<file path="src/rtl/cache_mem_arbiter.sv">
// cache_mem_arbiter
// Shares one RAM port between Icache line refills and Dcache line
// refills/writebacks. One requester owns the port at a time. Its LINE_WORDS-beat
// burst is sequenced with a word counter and finishes with a one-cycle done pulse.
// Read beats return to the owner one cycle after the RAM completes them.
//
// Build option: define ARB_RR_EN to resolve simultaneous requests round-robin.
// The grant then goes to the requester opposite the last one served.
// Without it, the Dcache always wins a tie.
module cache_mem_arbiter #(
  parameter int LINE_WORDS = 4,
  parameter int ADDR_W     = 32
) (
  input  logic              clk,
  input  logic              rst,
  // Icache refill side
  input  logic              ic_req,
  input  logic [ADDR_W-1:0] ic_addr,
  output logic [31:0]       ic_rdata,
  output logic              ic_rvalid,
  output logic              ic_done,
  // Dcache refill/writeback side
  input  logic              dc_req,
  input  logic              dc_we,
  input  logic [ADDR_W-1:0] dc_addr,
  input  logic [31:0]       dc_wdata,
  output logic              dc_wnext,
  output logic [31:0]       dc_rdata,
  output logic              dc_rvalid,
  output logic              dc_done,
  // RAM port
  output logic [ADDR_W-1:0] ram_addr,
  output logic              ram_re,
  output logic              ram_we,
  output logic [31:0]       ram_wdata,
  input  logic [31:0]       ram_rdata,
  input  logic              ram_ready
);

  // Word counter width and the byte-offset bits cleared to form a line base
  localparam int                CNT_W    = $clog2(LINE_WORDS);
  localparam logic [ADDR_W-1:0] OFF_MASK = ADDR_W'(LINE_WORDS * 32'd4 - 32'd1);
  localparam logic [CNT_W-1:0]  LAST_CNT = CNT_W'(LINE_WORDS - 32'd1);

  // Burst owner encoding
  localparam logic OWN_IC = 1'b0;
  localparam logic OWN_DC = 1'b1;

  typedef enum logic [2:0] {
    IDLE  = 3'd0,
    IC_RD = 3'd1,
    DC_RD = 3'd2,
    DC_WR = 3'd3,
    DONE  = 3'd4
  } state_t;

  state_t            state_r;
  logic [CNT_W-1:0]  cnt_r;
  logic [ADDR_W-1:0] base_r;
  logic              owner_r;
`ifdef ARB_RR_EN
  logic              last_grant_r;
`endif

  // Registered outputs
  logic [ADDR_W-1:0] ram_addr_r;
  logic              ram_re_r;
  logic              ram_we_r;
  logic [31:0]       ic_rdata_r;
  logic              ic_rvalid_r;
  logic              ic_done_r;
  logic [31:0]       dc_rdata_r;
  logic              dc_rvalid_r;
  logic              dc_done_r;

  // Combinational helpers
  logic [ADDR_W-1:0] ic_line_s;
  logic [ADDR_W-1:0] dc_line_s;
  logic [CNT_W-1:0]  cnt_inc_s;
  logic [ADDR_W-1:0] next_addr_s;
  logic              last_beat_s;
  logic              grant_ic_s;
  logic              grant_dc_s;

  // Line-aligned request addresses and the address of the following beat
  always_comb begin
    ic_line_s   = ic_addr & ~OFF_MASK;
    dc_line_s   = dc_addr & ~OFF_MASK;
    cnt_inc_s   = cnt_r + CNT_W'(32'd1);
    // cnt_inc_s wraps to 0 after the last word, so this returns to the base
    next_addr_s = base_r + ADDR_W'({cnt_inc_s, 2'b00});
    last_beat_s = (cnt_r == LAST_CNT);
  end

  // Arbitration between the two requesters, only acted on in IDLE
  always_comb begin
    grant_ic_s = 1'b0;
    grant_dc_s = 1'b0;
    if (dc_req && ic_req) begin
`ifdef ARB_RR_EN
      // Alternate on a tie; last_grant resets to IC so the first tie goes to DC
      if (last_grant_r == OWN_DC) begin
        grant_ic_s = 1'b1;
      end else begin
        grant_dc_s = 1'b1;
      end
`else
      // Dcache stalls the memory stage, so it wins ties
      grant_dc_s = 1'b1;
`endif
    end else if (dc_req) begin
      grant_dc_s = 1'b1;
    end else if (ic_req) begin
      grant_ic_s = 1'b1;
    end else begin
      grant_ic_s = 1'b0;
      grant_dc_s = 1'b0;
    end
  end

  // Write data passes straight through during a writeback.
  // The Dcache advances its word pointer in the cycle the RAM takes a beat.
  always_comb begin
    if (state_r == DC_WR) begin
      ram_wdata = dc_wdata;
      dc_wnext  = ram_ready;
    end else begin
      ram_wdata = 32'd0;
      dc_wnext  = 1'b0;
    end
  end

  // Burst state machine with registered RAM strobes, read returns and done pulses
  always_ff @(posedge clk) begin
    if (rst) begin
      state_r      <= IDLE;
      cnt_r        <= {CNT_W{1'b0}};
      base_r       <= {ADDR_W{1'b0}};
      owner_r      <= OWN_IC;
`ifdef ARB_RR_EN
      last_grant_r <= OWN_IC;
`endif
      ram_addr_r   <= {ADDR_W{1'b0}};
      ram_re_r     <= 1'b0;
      ram_we_r     <= 1'b0;
      ic_rdata_r   <= 32'd0;
      ic_rvalid_r  <= 1'b0;
      ic_done_r    <= 1'b0;
      dc_rdata_r   <= 32'd0;
      dc_rvalid_r  <= 1'b0;
      dc_done_r    <= 1'b0;
    end else begin
      // Valid and done are single-cycle pulses unless re-armed below
      ic_rvalid_r <= 1'b0;
      dc_rvalid_r <= 1'b0;
      ic_done_r   <= 1'b0;
      dc_done_r   <= 1'b0;
      case (state_r)
        IDLE: begin
          cnt_r <= {CNT_W{1'b0}};
          if (grant_dc_s) begin
            base_r     <= dc_line_s;
            ram_addr_r <= dc_line_s;
            owner_r    <= OWN_DC;
            if (dc_we) begin
              state_r  <= DC_WR;
              ram_we_r <= 1'b1;
            end else begin
              state_r  <= DC_RD;
              ram_re_r <= 1'b1;
            end
          end else if (grant_ic_s) begin
            base_r     <= ic_line_s;
            ram_addr_r <= ic_line_s;
            owner_r    <= OWN_IC;
            state_r    <= IC_RD;
            ram_re_r   <= 1'b1;
          end else begin
            state_r <= IDLE;
          end
        end
        IC_RD, DC_RD, DC_WR: begin
          // With ram_ready low the beat simply holds; address and strobes are stable
          if (ram_ready) begin
            cnt_r      <= cnt_inc_s;
            ram_addr_r <= next_addr_s;
            if (state_r == IC_RD) begin
              ic_rdata_r  <= ram_rdata;
              ic_rvalid_r <= 1'b1;
            end else if (state_r == DC_RD) begin
              dc_rdata_r  <= ram_rdata;
              dc_rvalid_r <= 1'b1;
            end else begin
              ic_rvalid_r <= 1'b0;
              dc_rvalid_r <= 1'b0;
            end
            if (last_beat_s) begin
              state_r  <= DONE;
              ram_re_r <= 1'b0;
              ram_we_r <= 1'b0;
              // Done is raised here so it lines up with the last read return
              if (owner_r == OWN_DC) begin
                dc_done_r <= 1'b1;
              end else begin
                ic_done_r <= 1'b1;
              end
            end else begin
              state_r <= state_r;
            end
          end else begin
            state_r <= state_r;
          end
        end
        DONE: begin
`ifdef ARB_RR_EN
          last_grant_r <= owner_r;
`endif
          state_r <= IDLE;
        end
        default: begin
          state_r  <= IDLE;
          ram_re_r <= 1'b0;
          ram_we_r <= 1'b0;
        end
      endcase
    end
  end

  assign ram_addr  = ram_addr_r;
  assign ram_re    = ram_re_r;
  assign ram_we    = ram_we_r;
  assign ic_rdata  = ic_rdata_r;
  assign ic_rvalid = ic_rvalid_r;
  assign ic_done   = ic_done_r;
  assign dc_rdata  = dc_rdata_r;
  assign dc_rvalid = dc_rvalid_r;
  assign dc_done   = dc_done_r;

endmodule
</file>
<file path="config.mk">
export PLATFORM = sky130hd
export DESIGN_NAME = cache_mem_arbiter
export DESIGN_NICKNAME = d
export VERILOG_FILES = /design/src/rtl/cache_mem_arbiter.sv
export SDC_FILE = /design/constraint.sdc
export NUM_CORES = 1
export LEC_CHECK = 0
export CAP_MARGIN = 15
export CORE_ASPECT_RATIO = 1.25
export CORE_UTILIZATION = 45
export CTS_CLUSTER_SIZE = 25
export DETAILED_ROUTE_END_ITERATION = 10
export PLACE_DENSITY_LB_ADDON = 0.2
export REMOVE_ABC_BUFFERS = 1
export SLEW_MARGIN = 0
export SYNTH_ARGS = -nofsm -noshare
export SYNTH_HDL_FRONTEND = slang
export SYNTH_SLANG_ARGS = --single-unit
</file>
<file path="constraint.sdc">
create_clock -name clk -period 4.06 [get_ports clk]
set_input_delay 0.406 -clock clk [delete_from_list [all_inputs] [get_ports clk]]
set_output_delay 0.406 -clock clk [all_outputs]
set_load 0.05 [all_outputs]
</file>
==> flow_summary_export.csv <==
group,metric,value,unit
floorplan,die_w,103.9,µm
cts,clockBufferDepth,2,
cells_and_area,layout_commonest_cell,"clkdlybuf4s50_1",
yosys,synthSimpleGateAreaFrac,0.1977,
cells_and_area,syn2layout_area_growth,53.45,%
cts,clock_sinks,134,
yosys,synth.area.top_cells,"dfxtp_1, mux2i_1, a21oi_1",
cts,cts-buffers-inserted,17,
cts,cts_root_buf,"clkbuf_16",
cells_and_area,diodes,0,
cells_and_area,register_area,2684,µm²
min_path,hold_path_startpoint,"dc_req",
setup_path,slowest_stage,"clkdlybuf4s50_1",
floorplan,io-pin-count,269,
sta,worstMarginPinSlew,1.136,ns
drt,final_antenna_net_count,0,
setup_path,arrival,2.95,ns
sta,finalSetupViolations,0,
sta,final_min_period_over_clock_period,0.8263,
yosys,synth_compound_area_frac,0.1864,
setup_path,regToRegSetupSlack,1.46,ns
cells_and_area,drive_gt1_frac,0.05519,
drt,wl_met2,8686,µm
global_routing,track_usage,0.2533,
setup_path,crit_start,"state_r[1]",
setup_path,critPathCaptureType,"output pin",
drt,drc,0,
pwr,p_per_area,472.8,nW/µm²
setup_path,cp_max_fo,33,
global_routing,globalRouteOverflowTotal,0,
yosys,synth_enable_flop_cells,0,
min_path,hold_path_class,"in2reg",
global_routing,grt_pass1_vias,5368,
drt,drt-met1-wl,7401,µm
sta,setup-tns-final,0,ns
yosys,yosysWarnings,0,
cells_and_area,fillers,1003,
sta,hold_viol,0,
placed_design,portBuffers,258,
cells_and_area,multi_input_area,2850,µm²
drt,top_layer,"met4",
setup_path,crit_type,"reg2out",
yosys,synth-xor-area-share,0,
yosys,synth_top_family_by_area,"simple AND/OR/NAND/NOR gates",
cts,clkSlewWorstSetupHoldPaths,0.06,ns
setup_path,crit_chain,"and3b_1 > and2_1 > clkdlybuf4s50_1",
floorplan,coreArea,12660,µm²
yosys,yosysTopAreaCell,"dfxtp_1",
setup_path,reg2reg_from,"state_r[2]",
sta,rsz0062_at_grt,"no",
drt,vias_per_cell,5.353,
cells_and_area,fin_cells,1074,
cells_and_area,nets,1028,
yosys,post_synth_inst_count,677,
sta,fin_crit,3.355,ns
placed_design,detailed_place_hpwl,11640,µm
yosys,synth_top_area_frac,0.4593,
drt,via_count,5749,
cts,worstSkewPairLatency,0.41,ns
sta,setup_slack,0.7053,ns
floorplan,die_area,13440,µm²
setup_path,crit_required,3.65,ns
yosys,ys_seq_elements,134,
drt,wl_met3,1056,µm
cells_and_area,mostFrequentLayoutCells,"clkdlybuf4s50_1, dfxtp_1, nand2_1",
global_routing,antenna_found_initial,0,
sta,fmax,0.2981,GHz
yosys,ys.flop_type,"dfxtp_1",
yosys,yosys.area_share.adder,0.002142,
drt,routed_wl,17310,µm
cts,ctsResizeCount,0,
placed_design,place_inst,1042,
yosys,syn_area,5841,µm²
cts,htreeDepth,4,
cts,postCtsHoldBufs,0,
sta,slew_headroom,0.2424,
placed_design,gp_congestion,0.8689,
floorplan,core.rowCount,46,
floorplan,die_h,129.4,µm
yosys,synth_seq_area_share,0.4593,
yosys,async_reset_ff_frac,0,
run,maxCapViolations,0,
pwr,ir_drop,0.2162,mV
cells_and_area,fin_util,0.7078,
global_routing,grt_pass1_wl,27210,µm
global_routing,grt_max_degree,123,
setup_path,cpPeakStageDelay,0.82,ns
placed_design,dp_slack,1.153,ns
run_status,status,"finished, final reports clean",
drt,avgRoutedWirePerCell,16.11,µm
floorplan,start_util,0.4613,
yosys,ys_types,38,
cts,post_cts_buffers,0,
pwr,p_leak,3.258,nW
drt,dr.first_iter.drc_count,359,
sta,slew_violations,0,
yosys,synthMuxAreaShare,0.09597,
yosys,syn_avg_cell_area,8.627,µm²
setup_path,cp-start-kind,"register",
drt,drtPass1Iterations,5,
cts,cts_tree,"yes",
sta,worst_clock_skew,0.006293,ns
[area by class of cell]
class,count,area share
Multi-Input combinational cell,474,0.3180
Tap cell,168,0.02345
Clock buffer,18,0.04788
Timing Repair Buffer,266,0.2940
Clock inverter,14,0.01717
Sequential cell,134,0.2995
[through the flow]
stage,hold slack (ns),total power [mW],area (µm²)
finish,0.3564,4.238,8962
floorplan,0.4032,2.269,5507
global placement,0.4198,2.723,8379
global route,0.3416,4.413,8962
detailed placement,0.4351,2.757,8379
CTS,0.3386,4.257,8962
[critical path, delay by kind of cell, from the launching register on]
family	cells	cell delay, ns
buffers and inverters	1	0.82
flip-flops	1	0.71
AND/OR/NAND/NOR	2	1.00
[report_power, final]
group	internal, mW	switching, mW
Sequential	1.45	0.0856
Combinational	0.463	0.731
Clock	0.908	0.595
[state kept, by name (all words and copies together), names as in the netlist, 2 cells and up]
register	flops
dc_rdata	32
base_r	28
state_r	3
cnt_r	2
ram_addr	30
ic_rdata	32
[kinds of logic (layout without fill, tap and decap cells)]
kind of cell,after synthesis,count (layout)
other,1,2
buffers and inverters,70,298
AOI/OAI and AO/OA,169,169
adders and majority gates,1,1
DFF,134,134
muxes,56,56
and+or+nand+nor,246,246
[worst paths after layout]
kind / endpoint / cells past startpoint
worst min register to register: ic_done / 1
worst max register to register: base_r[19] / 4
worst min-delay path: owner_r / 3
worst max-delay path: ram_wdata[4] / 3
[metal layers]
| layer | vias to the layer above | global-route usage |
|---|---|---|
| met3 | 17 | 0.04980 |
| li1 | 2762 | - |
| met1 | 2715 | 0.3193 |
| met2 | 255 | 0.4357 |
| met5 | - | 0 |
| met4 | 0 | 0.08571 |
[Yosys cell counts, types with 2 or more instances]
| cell type | n |
|---|---|
| nor2_1 | 31 |
| nand2b_1 | 30 |
| nand3_1 | 3 |
| dfxtp_1 | 134 |
| nor3_1 | 2 |
| nand4bb_1 | 2 |
| buf_2 | 24 |
| buf_4 | 2 |
| a21oi_1 | 100 |
| a211oi_1 | 28 |
| a221o_1 | 28 |
| mux2i_1 | 56 |
| and2_1 | 35 |
| buf_6 | 5 |
| nand2_1 | 132 |
| o31ai_1 | 2 |
| buf_1 | 2 |
| nor4_1 | 2 |
| o21ai_0 | 4 |
| clkbuf_1 | 37 |
No activity file was read; power rests on OpenSTA's default activity.
